$ cat config.mk
export PLATFORM = sky130hd
export DESIGN_NAME = reg_ctrl
export DESIGN_NICKNAME = d
export VERILOG_FILES = /design/src/rtl/reg_ctrl_pkg.sv /design/src/rtl/reg_ptr.sv /design/src/rtl/reg_ctrl.sv
export SDC_FILE = /design/constraint.sdc
export NUM_CORES = 1
export LEC_CHECK = 0
export CORE_ASPECT_RATIO = 1.4
export CORE_UTILIZATION = 30
export CTS_CLUSTER_SIZE = 16
export DETAILED_ROUTE_END_ITERATION = 16
export PLACE_DENSITY_LB_ADDON = 0.08
export SLEW_MARGIN = 10
export SYNTH_ARGS = -nofsm -noshare
export SYNTH_HDL_FRONTEND = slang
export SYNTH_SLANG_ARGS = --single-unit
$ cat constraint.sdc
create_clock -name clk_i -period 2.8 [get_ports clk_i]
set_input_delay 0.42 -clock clk_i [delete_from_list [all_inputs] [get_ports clk_i]]
set_output_delay 0.42 -clock clk_i [all_outputs]
set_load 0.02 [all_outputs]
$ cat src/rtl/reg_ctrl_pkg.sv
// Shared definitions for the SPI register controller: FSM state encoding and
// the command byte values recognised on the command (dc=0) channel.
package reg_ctrl_pkg;

    typedef enum logic [1:0] {
        ST_IDLE = 2'd0,
        ST_ADDR = 2'd1,
        ST_WR   = 2'd2,
        ST_RD   = 2'd3
    } state_e;

    localparam logic [7:0] CMD_ADDR_SET = 8'h2A;
    localparam logic [7:0] CMD_DATA_WR  = 8'h3A;
    localparam logic [7:0] CMD_DATA_RD  = 8'h3B;

    // True for any byte the controller treats as a valid command.
    function automatic logic is_known_cmd(input logic [7:0] b);
        return (b == CMD_ADDR_SET) || (b == CMD_DATA_WR) || (b == CMD_DATA_RD);
    endfunction

endpackage

$ cat src/rtl/reg_ptr.sv
// Register address pointer: parallel load, optional increment, and wrap from
// REG_CNT-1 back to 0 so the pointer never leaves the register map.
module reg_ptr #(
    parameter int ADDR_W  = 4,
    parameter int REG_CNT = 16
) (
    input  logic              clk_i,
    input  logic              rst_i,
    input  logic              load_i,
    input  logic [ADDR_W-1:0] load_val_i,
    input  logic              inc_i,
    output logic [ADDR_W-1:0] ptr_o
);

    localparam logic [ADDR_W-1:0] LAST = ADDR_W'(REG_CNT - 1);

    logic [ADDR_W-1:0] ptr_q;
    logic [ADDR_W-1:0] ptr_d;

    // Next pointer: load has priority over increment.
    always_comb begin
        ptr_d = ptr_q;
        if (load_i) begin
            ptr_d = load_val_i;
        end else if (inc_i) begin
            ptr_d = (ptr_q == LAST) ? '0 : ptr_q + ADDR_W'(1);
        end
    end

    // Pointer register, cleared by reset.
    always_ff @(posedge clk_i) begin
        if (rst_i) begin
            ptr_q <= '0;
        end else begin
            ptr_q <= ptr_d;
        end
    end

    assign ptr_o = ptr_q;

endmodule

$ cat src/rtl/reg_ctrl.sv
// SPI byte-stream register controller. Command bytes (dc=0) select address
// set / write / read mode; data bytes (dc=1) then set the base address or
// produce one-cycle register read/write strobes at an auto-incrementing
// pointer. All strobes are registered and appear one cycle after the byte.
module reg_ctrl
    import reg_ctrl_pkg::*;
#(
    parameter int ADDR_W   = 4,
    parameter int REG_CNT  = 16,
    parameter int AUTO_INC = 1
) (
    input  logic              clk_i,
    input  logic              rst_i,
    input  logic              dc_i,
    input  logic              spi_byte_vld_i,
    input  logic [7:0]        spi_byte_data_i,
    output logic              reg_rd_en_o,
    output logic [ADDR_W-1:0] reg_rd_addr_o,
    output logic              reg_wr_en_o,
    output logic [ADDR_W-1:0] reg_wr_addr_o,
    output logic [7:0]        reg_wr_data_o,
    output logic              cmd_err_o
);

    localparam logic [ADDR_W:0] CNT_W       = (ADDR_W + 1)'(REG_CNT);
    localparam logic            AUTO_INC_EN = (AUTO_INC != 0);

    state_e            state_q, state_d;
    logic [ADDR_W-1:0] base_q, base_d;

    logic              rd_en_q, rd_en_d;
    logic [ADDR_W-1:0] rd_addr_q, rd_addr_d;
    logic              wr_en_q, wr_en_d;
    logic [ADDR_W-1:0] wr_addr_q, wr_addr_d;
    logic [7:0]        wr_data_q, wr_data_d;
    logic              err_q, err_d;

    logic              ptr_load;
    logic [ADDR_W-1:0] ptr_load_val;
    logic              ptr_inc;
    logic [ADDR_W-1:0] ptr;

    logic [ADDR_W-1:0] byte_addr;
    logic [ADDR_W-1:0] byte_addr_clamped;

    // Out-of-range addresses in an ADDR_SET payload fold to register 0.
    assign byte_addr         = spi_byte_data_i[ADDR_W-1:0];
    assign byte_addr_clamped = ({1'b0, byte_addr} < CNT_W) ? byte_addr : '0;

    reg_ptr #(
        .ADDR_W (ADDR_W),
        .REG_CNT(REG_CNT)
    ) u_ptr (
        .clk_i     (clk_i),
        .rst_i     (rst_i),
        .load_i    (ptr_load),
        .load_val_i(ptr_load_val),
        .inc_i     (ptr_inc),
        .ptr_o     (ptr)
    );

    // Next-state and strobe decode for each accepted byte.
    always_comb begin
        state_d      = state_q;
        base_d       = base_q;
        ptr_load     = 1'b0;
        ptr_load_val = base_q;
        ptr_inc      = 1'b0;
        rd_en_d      = 1'b0;
        rd_addr_d    = rd_addr_q;
        wr_en_d      = 1'b0;
        wr_addr_d    = wr_addr_q;
        wr_data_d    = wr_data_q;
        err_d        = 1'b0;

        if (spi_byte_vld_i) begin
            if (!dc_i) begin
                // A command byte restarts the transfer from any state.
                case (spi_byte_data_i)
                    CMD_ADDR_SET: state_d = ST_ADDR;
                    CMD_DATA_WR: begin
                        state_d  = ST_WR;
                        ptr_load = 1'b1;
                    end
                    CMD_DATA_RD: begin
                        state_d  = ST_RD;
                        ptr_load = 1'b1;
                    end
                    default: begin
                        state_d = ST_IDLE;
                        err_d   = !is_known_cmd(spi_byte_data_i);
                    end
                endcase
            end else begin
                case (state_q)
                    ST_ADDR: begin
                        base_d       = byte_addr_clamped;
                        ptr_load     = 1'b1;
                        ptr_load_val = byte_addr_clamped;
                        state_d      = ST_IDLE;
                    end
                    ST_WR: begin
                        wr_en_d   = 1'b1;
                        wr_addr_d = ptr;
                        wr_data_d = spi_byte_data_i;
                        ptr_inc   = AUTO_INC_EN;
                    end
                    ST_RD: begin
                        rd_en_d   = 1'b1;
                        rd_addr_d = ptr;
                        ptr_inc   = AUTO_INC_EN;
                    end
                    default: ;
                endcase
            end
        end
    end

    // State, base address and registered outputs; reset discards any byte.
    always_ff @(posedge clk_i) begin
        if (rst_i) begin
            state_q   <= ST_IDLE;
            base_q    <= '0;
            rd_en_q   <= 1'b0;
            rd_addr_q <= '0;
            wr_en_q   <= 1'b0;
            wr_addr_q <= '0;
            wr_data_q <= '0;
            err_q     <= 1'b0;
        end else begin
            state_q   <= state_d;
            base_q    <= base_d;
            rd_en_q   <= rd_en_d;
            rd_addr_q <= rd_addr_d;
            wr_en_q   <= wr_en_d;
            wr_addr_q <= wr_addr_d;
            wr_data_q <= wr_data_d;
            err_q     <= err_d;
        end
    end

    assign reg_rd_en_o   = rd_en_q;
    assign reg_rd_addr_o = rd_addr_q;
    assign reg_wr_en_o   = wr_en_q;
    assign reg_wr_addr_o = wr_addr_q;
    assign reg_wr_data_o = wr_data_q;
    assign cmd_err_o     = err_q;

endmodule

[Word-level counts from Yosys, hierarchy flattened]
Index checks and enable logic that the tools add are counted.
Operators by class
  add/subtract/negate cells: 1
  equality and inequality tests: 8
  muxes and demuxes: 18
  bitwise logic cells: 2
  reductions and logical operators: 11
Operators by type and width (count)
  $eq 8x6->1 const B: 3
  $mux 4: 6
  $mux 1: 9
  $pmux 2 s3: 1
  $reduce_and 3->1: 2
  $reduce_or 6->1: 1
  $add 4x1->4 const B: 1
  $eq 2x2->1 const B: 2
  $eq 4x4->1 const B: 1
  $mux 2: 2
  $reduce_or 2->1: 2
  $reduce_or 3->1: 1
  $eq 2x1->1 const B: 1
  $logic_or 1x1->1: 2
  $ne 2x1->1 const B: 1
  $not 1->1: 2
  $reduce_and 2->1: 1
  $reduce_bool 2->1: 1
  $logic_not 1->1: 1
Word-level totals
  register bits after elaboration: 29
  bits of input ports: 12
  output and inout port bits: 19

[Logic depth before layout (Yosys ltp)]
Gate-level depths: netlist of the first run.
  depth after elaboration: 7
  depth in mapped cells: 5
  depth with buffers taken out: 5

[Hierarchy]
Synthesis of the first run repeated with hierarchy kept, for this count alone.
Unflattened totals
  cells, all modules: 143
  area, all modules: 1222.4 um^2
Modules (own cells, without submodules)
  reg_ctrl: instances 1, cells each 114, area each 987.2 um^2, sequential area each 500.5 um^2
  reg_ptr: instances 1, cells each 29, area each 235.2 um^2, sequential area each 80.1 um^2

[Least setup slack after synthesis of the first run]
Ideal clock, no wire load.
  path type: input -> register
  start point: in spi_byte_data_i[2]
  end point: reg u_ptr.ptr_q[3] (netlist: u_ptr.ptr_o[3])
  arrival time: 1.467 ns
  data required time: 2.669 ns
  setup slack: 1.202 ns
  stages: 5
  path buffers: 1
  cells stage by stage: nand4b_1 or4_4 buf_6 a41oi_2 a21oi_2
On the way
  word-level cells in the longest chain between the ends: 6
  elaborated cells between the ends (all ways): 8
RTL lines
  start: declaration: RTL line reg_ctrl.sv:16  | input logic [7:0] spi_byte_data_i,
  $eq 8x6->1: RTL line reg_ctrl.sv:79  | case (spi_byte_data_i)
  $reduce_or 2->1 (no line) (*)
  $mux 1 (*): RTL line reg_ctrl.sv:79
  $mux 1 (*): RTL line reg_ctrl.sv:77  | if (!dc_i) begin
  $mux 1 (*): RTL line reg_ctrl.sv:76  | if (spi_byte_vld_i) begin
  $mux 4 or $reduce_bool 2->1 (tied branches)
  end signal: assignment: RTL line reg_ptr.sv:35  | ptr_q <= ptr_d;
  end: declaration: RTL line reg_ptr.sv:17  | logic [ADDR_W-1:0] ptr_q;
Mark *: on every way between the ends. The rest lies on a longest branch, timed or not.
A chain may end at the register's enable or synchronous reset.

[Worst setup path in the final report of the first run]
  start point: in spi_byte_data_i[3]
  end point: reg u_ptr.ptr_q[3] (netlist: u_ptr.ptr_o[3])
On the way
  word-level cells in the longest chain between the ends: 6
  elaborated cells between the ends (all ways): 11
RTL lines (RTL line)
  $eq 8x6->1: reg_ctrl.sv:79
  $reduce_or 2->1 (no line)
  $mux 1: reg_ctrl.sv:79
  $mux 1: reg_ctrl.sv:77
  $mux 1: reg_ctrl.sv:76
  $mux 4 or $reduce_bool 2->1 (tied branches)
Several ways; a longest one is shown, not always the timed one.

==> run_results.csv, run 1 <==
group,metric,value,unit
setup_path,path_class,"input port to flip-flop",
placement,gp_congestion,0.812,
yosys,synthSimpleGateAreaFrac,20.1,%
yosys,synth-edff-count,0,
yosys,synth_area_leaders,"dfxtp_1, nand2_1, a21oi_1",
global_routing,grt_pass1_wl,4.47,mm
yosys,synth_top_family_by_area,"simple AND/OR/NAND/NOR gates",
die,rows,26,
route,route.vias.total,1017,
sta,setup_ws,971,ps
yosys,yosys.area.top_type,"dfxtp_1",
clocking,cts_buffers,5,
global_routing,grt_pass1_vias,1009,
finish,area_growth,35.9,%
yosys,synth_compound_gate_area_share,16.8,%
min_path,min_path_type,"flip-flop to flip-flop",
route,wire_per_inst,12.9,µm
sta,fin_crit_sh,65.3,%
setup_path,r2r.worst_path.cells,5,
clocking,clockRootBuffer,"clkbuf_8",
yosys,synth_cell_type_count,28,
finish,fill_cells,385,
global_routing,grtUsageTotal,15.4,%
route,dr.pass1.iters,4,
setup_path,worstSetupStartpointType,"input port",
yosys,synth_area_per_cell,9.03,µm²
finish,nets,175,
flow_run,cap_violations,0,
min_path,min_to,"reg_wr_data_o[3]$_SDFFE_PP0P_",
yosys,syn_area,1160,µm²
setup_path,r2r-end,"reg_wr_data_o[4]$_SDFFE_PP0P_",
sta,fmax,0.547,GHz
sta,period_minus_slack,1830,ps
clocking,h-tree-depth,2,
finish,diodes,0,
sta,hold_violations,0,
sta,rsz0062_at_grt,"no",
placement,placedCellCount,197,
sta,drv_slew,0,
setup_path,crit_fanout,9,
finish,layout-drive-gt1-share,8.59,%
power_and_ir_drop,power.density,487,nW/µm²
sta,fin_worst_skew,2.83,ps
power_and_ir_drop,ir_drop,0.320,mV
power_and_ir_drop,total_power,0.771,mW
setup_path,worstPathArrival,1990,ps
placement,io_buffers,30,
yosys,yosys-top-cells-count,"dfxtp_1, nand2_1, a21oi_1",
yosys,yosysWarnings,0,
clocking,cts_resized,0,
placement,preCtsSetupSlack,687,ps
die,die_area,4140,µm²
setup_path,r2r_setup_slack,1360,ps
setup_path,r2r-start,"state_q[1]$_SDFFE_PP0P_",
route,routed_via_density,4.96,
yosys,synth.most_common_cell,"dfxtp_1",
sta,relSlewSlack,71.6,%
yosys,synthAdderAreaFrac,1.07,%
clocking,postCtsSetupRepairBufs,0,
clocking,clk_pin_slew,60,ps
clocking,clk_path_buf_depth,2,
sta,worst_pin_slew,425,ps
yosys,synth_seq_cells,29,
die,coreArea,3680,µm²
die,pin_count,31,
clocking,cts_tree,"built",
sta,setup_viol,0,
die,dieWidth,54.7,µm
yosys,synth_flop_cell,"dfxtp_1",
power_and_ir_drop,p_leak,0.595,nW
finish,stdcell_count,205,
min_path,hold_start,"reg_wr_data_o[3]$_SDFFE_PP0P_",
yosys,synthArstFlopShare,0,%
die,start_util,31.7,%
die,die_h,75.7,µm
sta,finalHoldWorstSlack,453,ps
route,remaining_drc_errors,0,
global_routing,grt-ovfl-total,0,
placement,post-dp-hpwl,1.90,mm
clocking,cts_hold_buffers,0,
yosys,synthXorXnorAreaFrac,0.752,%
global_routing,grt_max_degree,19,
min_path,hold_path_depth,2,
yosys,ys_seq_area_share,49.8,%
route,drt-initial-drc-count,17,
global_routing,grt_antenna_before_repair,0,
setup_path,critPathCaptureType,"flip-flop",
route,antenna_left,0,
clocking,clk-insertion-delay-late,270,ps
route,drt_wl_total,2.65,mm
yosys,synthCells,129,
yosys,synthMuxAreaShare,7.95,%
yosys,yosys.area.top_type_share,49.8,%
clocking,cts.sinks,29,
setup_path,critical_path_required,2960,ps
sta,fin_setup_tns,0,ps
outcome,status,"completed",
yosys,syn_nets,142,
[state kept, by name, indices dropped and copies added (netlist names)]
register       flops
reg_wr_data_o      8
base_q             4
reg_rd_en_o        1
reg_rd_addr_o      4
u_ptr.ptr_o        4
reg_wr_en_o        1
cmd_err_o          1
state_q            2
reg_wr_addr_o      4
[critical path: stages]
cell and delay (ps):
clkdlybuf4s50_1 550, nand4b_1 150, or4_4 570, a41oi_2 230, a21oi_2 70
[worst max-delay path by stage]
stage | startpoint | endpoint | slack [ps]
4_1_cts | spi_byte_vld_i | reg_wr_data_o[7]$_SDFFE_PP0P_ | 970
3_5_place_dp | spi_byte_vld_i | reg_wr_data_o[7]$_SDFFE_PP0P_ | 690
5_1_grt | dc_i | u_ptr.ptr_o[0]$_SDFFE_PP0P_ | 860
3_3_place_gp | spi_byte_data_i[3] | u_ptr.ptr_o[3]$_SDFFE_PP0P_ | 690
6_report | spi_byte_data_i[3] | u_ptr.ptr_o[3]$_SDFFE_PP0P_ | 970
2_1_floorplan | spi_byte_data_i[2] | u_ptr.ptr_o[3]$_SDFFE_PP0P_ | 1200
[stage by stage]
| stage | utilization [%] | area (µm²) |
|---|---|---|
| 6_report | 43.1 | 1580 |
| 5_1_grt | 43.1 | 1580 |
| 4_1_cts | 43.1 | 1580 |
| 3_5_place_dp | 40.9 | 1500 |
| 3_3_place_gp | 40.9 | 1500 |
| 2_1_floorplan | - | 1160 |
[cell usage in the layout, fill, tap and decap left out]
master           synthesis  final
a211oi_1                 1      1
a41oi_2                  1      1
nand2_1                 28     28
xor2_1                   1      1
nor2b_1                  2      2
mux2i_1                  7      7
nor2_1                   9      9
or2_2                    1      1
a21o_1                   2      2
ha_1                     1      1
clkbuf_1                 3      3
nand2b_1                 2      2
a21oi_2                  1      1
mux2_2                   2      2
a21boi_0                 1      1
buf_4                    0      3
nand4b_1                 2      2
nor3_1                   1      1
a31oi_1                  1      1
a21oi_1                 18     18
nand4_1                  2      2
nand3b_1                 1      1
inv_1                    1      1
a311oi_1                 5      5
or4_4                    1      1
clkdlybuf4s50_1          0     30
dfxtp_1                 29     29
nand3_1                  2      2
clkbuf_8                 0      5
[report_power, final]
group,switching [mW],internal [mW],leakage [nW]
sequential,0.000457,0.414,0.234
combinational,0.0185,0.0184,0.322
clock,0.144,0.176,0.0395
total,0.163,0.608,0.595
[cells by family after synthesis]
family | count (synthesis)
AO/OA/AOI/OAI | 30
AND/OR/NAND/NOR | 51
multiplexers | 9
XOR/XNOR | 1
adder cells (fa/ha/maj) | 1
flip-flops | 29
buffers and inverters | 8
[layout make-up]
cell class,count,area [µm²],share of cell area [%]
clock buffer,8,80.1,5.06
inverter,1,3.75,0.237
multi-input combinational,92,543,34.3
sequential,29,581,36.7
tap,42,52.6,3.32
timing repair buffer,33,323,20.4
[routing by layer]
metal  vias up  share of wire [%]  GRT usage [%]
li1        517                  -              -
met1       471                 45           17.0
met2        25                 50           26.0
met3         4                4.4           5.99
met4         0               0.87           5.98
met5         -                  0              0
Power figures use the tool's default switching activity.
==> run 2, diff against run 1 <==
Clock period 2.8 ns to 1.8 ns, I/O delays scaled along.
==> run 2 against run 1 <==
Count of clock-buffer cells in the layout unchanged; hold slack improved by 3.0 ps; core utilization grew 3.3 points; critical path depth fell by 1; clock skew is 2.2 ps higher; register-to-register slack lost 1000 ps.
==> run_results.csv, run 2 (synthesis results as in run 1) <==
group,metric,value,unit
global_routing,grt_max_degree,14,
setup_path,r2r-start,"u_ptr.ptr_o[0]$_SDFFE_PP0P_",
finish,nets,191,
setup_path,critical_path_required,1980,ps
clocking,h-tree-depth,2,
outcome,status,"completed",
setup_path,critPathCaptureType,"flip-flop",
setup_path,cp_slowest_cell,"or4_4",
placement,post_dp_cell_area,1620,µm²
die,coreArea,3680,µm²
route,wl_met3,138,µm
setup_path,cpPeakStageDelay,560,ps
finish,layout-drive-gt1-share,16.8,%
finish,multi_input_area,543,µm²
placement,io_buffers,30,
global_routing,grt_pass1_wl,4.55,mm
clocking,cts_hold_buffers,0,
clocking,cts_tree,"built",
clocking,clk_path_buf_depth,2,
route,remaining_drc_errors,0,
sta,period_minus_slack,1610,ps
setup_path,cp_cell_sequence,"clkdlybuf4s50_1 -> nand4b_1 -> or4_4 -> a311oi_1",
route,dr.pass1.iters,4,
clocking,clk-insertion-delay-late,280,ps
die,dieWidth,54.7,µm
placement,post-dp-hpwl,2.17,mm
clocking,clk_pin_slew,60,ps
setup_path,path_buf_inv,1,
die,die_h,75.7,µm
sta,drv_slew,0,
finish,final_area,1700,µm²
setup_path,worstSetupStartpoint,"spi_byte_data_i[1]",
finish,ff_latch_area,581,µm²
die,start_util,31.7,%
route,wire_per_inst,13.0,µm
sta,setup_viol,0,
clocking,cts.sinks,29,
finish,area_growth,46.2,%
route,drt-initial-drc-count,31,
placement,gp_congestion,0.726,
power_and_ir_drop,p_leak,0.669,nW
power_and_ir_drop,power.density,717,nW/µm²
clocking,cts_resized,0,
clocking,clockRootBuffer,"clkbuf_8",
global_routing,grt-ovfl-total,0,
power_and_ir_drop,ir_drop,0.469,mV
sta,worst_pin_slew,384,ps
sta,rsz0062_at_grt,"no",
die,die_area,4140,µm²
global_routing,grtUsageTotal,15.8,%
route,route.met2.wl,1.39,mm
clocking,postCtsSetupRepairBufs,0,
global_routing,grt_pass1_vias,980,
sta,fmax,0.621,GHz
route,top_layer,"met4",
min_path,hold_start,"reg_wr_addr_o[2]$_SDFFE_PP0P_",
clocking,cts_buffers,5,
route,routed_via_density,4.76,
setup_path,crit_fanout,9,
sta,hold_violations,0,
setup_path,worstPathArrival,1790,ps
sta,fin_crit_sh,89.5,%
route,drt-met1-wl,1.30,mm
sta,relSlewSlack,74.2,%
finish,fill_cells,378,
route,route.vias.total,1051,
min_path,min_path_type,"flip-flop to flip-flop",
sta,fin_setup_tns,0,ps
sta,fin_worst_skew,5.00,ps
setup_path,crit_family,"simple AND/OR/NAND/NOR gates",
flow_run,cap_violations,0,
finish,diodes,0,
finish,final_cell_mix,"clkdlybuf4s50_1, dfxtp_1, nand2_1, buf_4, a21oi_1",
die,pin_count,31,
setup_path,worstSetupStartpointType,"input port",
finish,layout_commonest_cell,"clkdlybuf4s50_1",
die,rows,26,
route,drt_wl_total,2.87,mm
global_routing,grt_antenna_before_repair,0,
route,antenna_left,0,
setup_path,path_class,"input port to flip-flop",
finish,largest_register_ffs,8,
-- run 2: per-layer routing --
layer	global-route usage, %	up-vias
met1	18.8	477
met4	5.98	0
li1	-	546
met3	4.79	2
met5	0	-
met2	26.0	26
-- run 2: final timing paths --
kind	end	slack [ps]	depth (start not counted)
setup reg to reg	u_ptr.ptr_o[3]$_SDFFE_PP0P_	330	5
setup / recovery	u_ptr.ptr_o[0]$_SDFFE_PP0P_	190	4
hold / removal	reg_wr_addr_o[2]$_SDFFE_PP0P_	460	2
hold reg to reg	reg_wr_addr_o[2]$_SDFFE_PP0P_	460	2
-- run 2: report_power, final --
part	total [mW]	leakage (nW)	switching (mW)	internal, mW
registers	0.644	0.234	0.000711	0.643
logic	0.0731	0.396	0.0318	0.0413
clock network	0.503	0.0395	0.229	0.274
-- run 2: cell type report --
cell class | count | share of cell area, %
inverter | 1 | 0.220
multi-input combinational | 92 | 31.9
tap | 42 | 3.09
timing repair buffer | 49 | 26.0
clock buffer | 8 | 4.70
sequential | 29 | 34.1
-- run 2: through the flow --
stage,std cells,hold slack (ps),utilization [%],worst slack (ps),power [mW]
after floorplan,129,406,-,352,0.675
after global placement,213,440,44.1,-72.9,0.731
after detailed placement,213,449,44.1,-110,0.731
after CTS,221,457,46.3,193,1.24
after global routing,221,479,46.3,106,1.27
final,221,456,46.3,189,1.22
-- run 2: worst min-delay path: cells and delay by family, from the launching register on --
kind / cells / cell delay (ps)
AND/OR/NAND/NOR: 1 / 50
flip-flops: 1 / 310
AO/OA/AOI/OAI: 1 / 50
==> run 3, diff against run 2 <==
Settings changed: GPL_ROUTABILITY_DRIVEN set to 0.
==> results of run 3 <==
The final DEF is identical to that of run 2; final timing and power are the same.
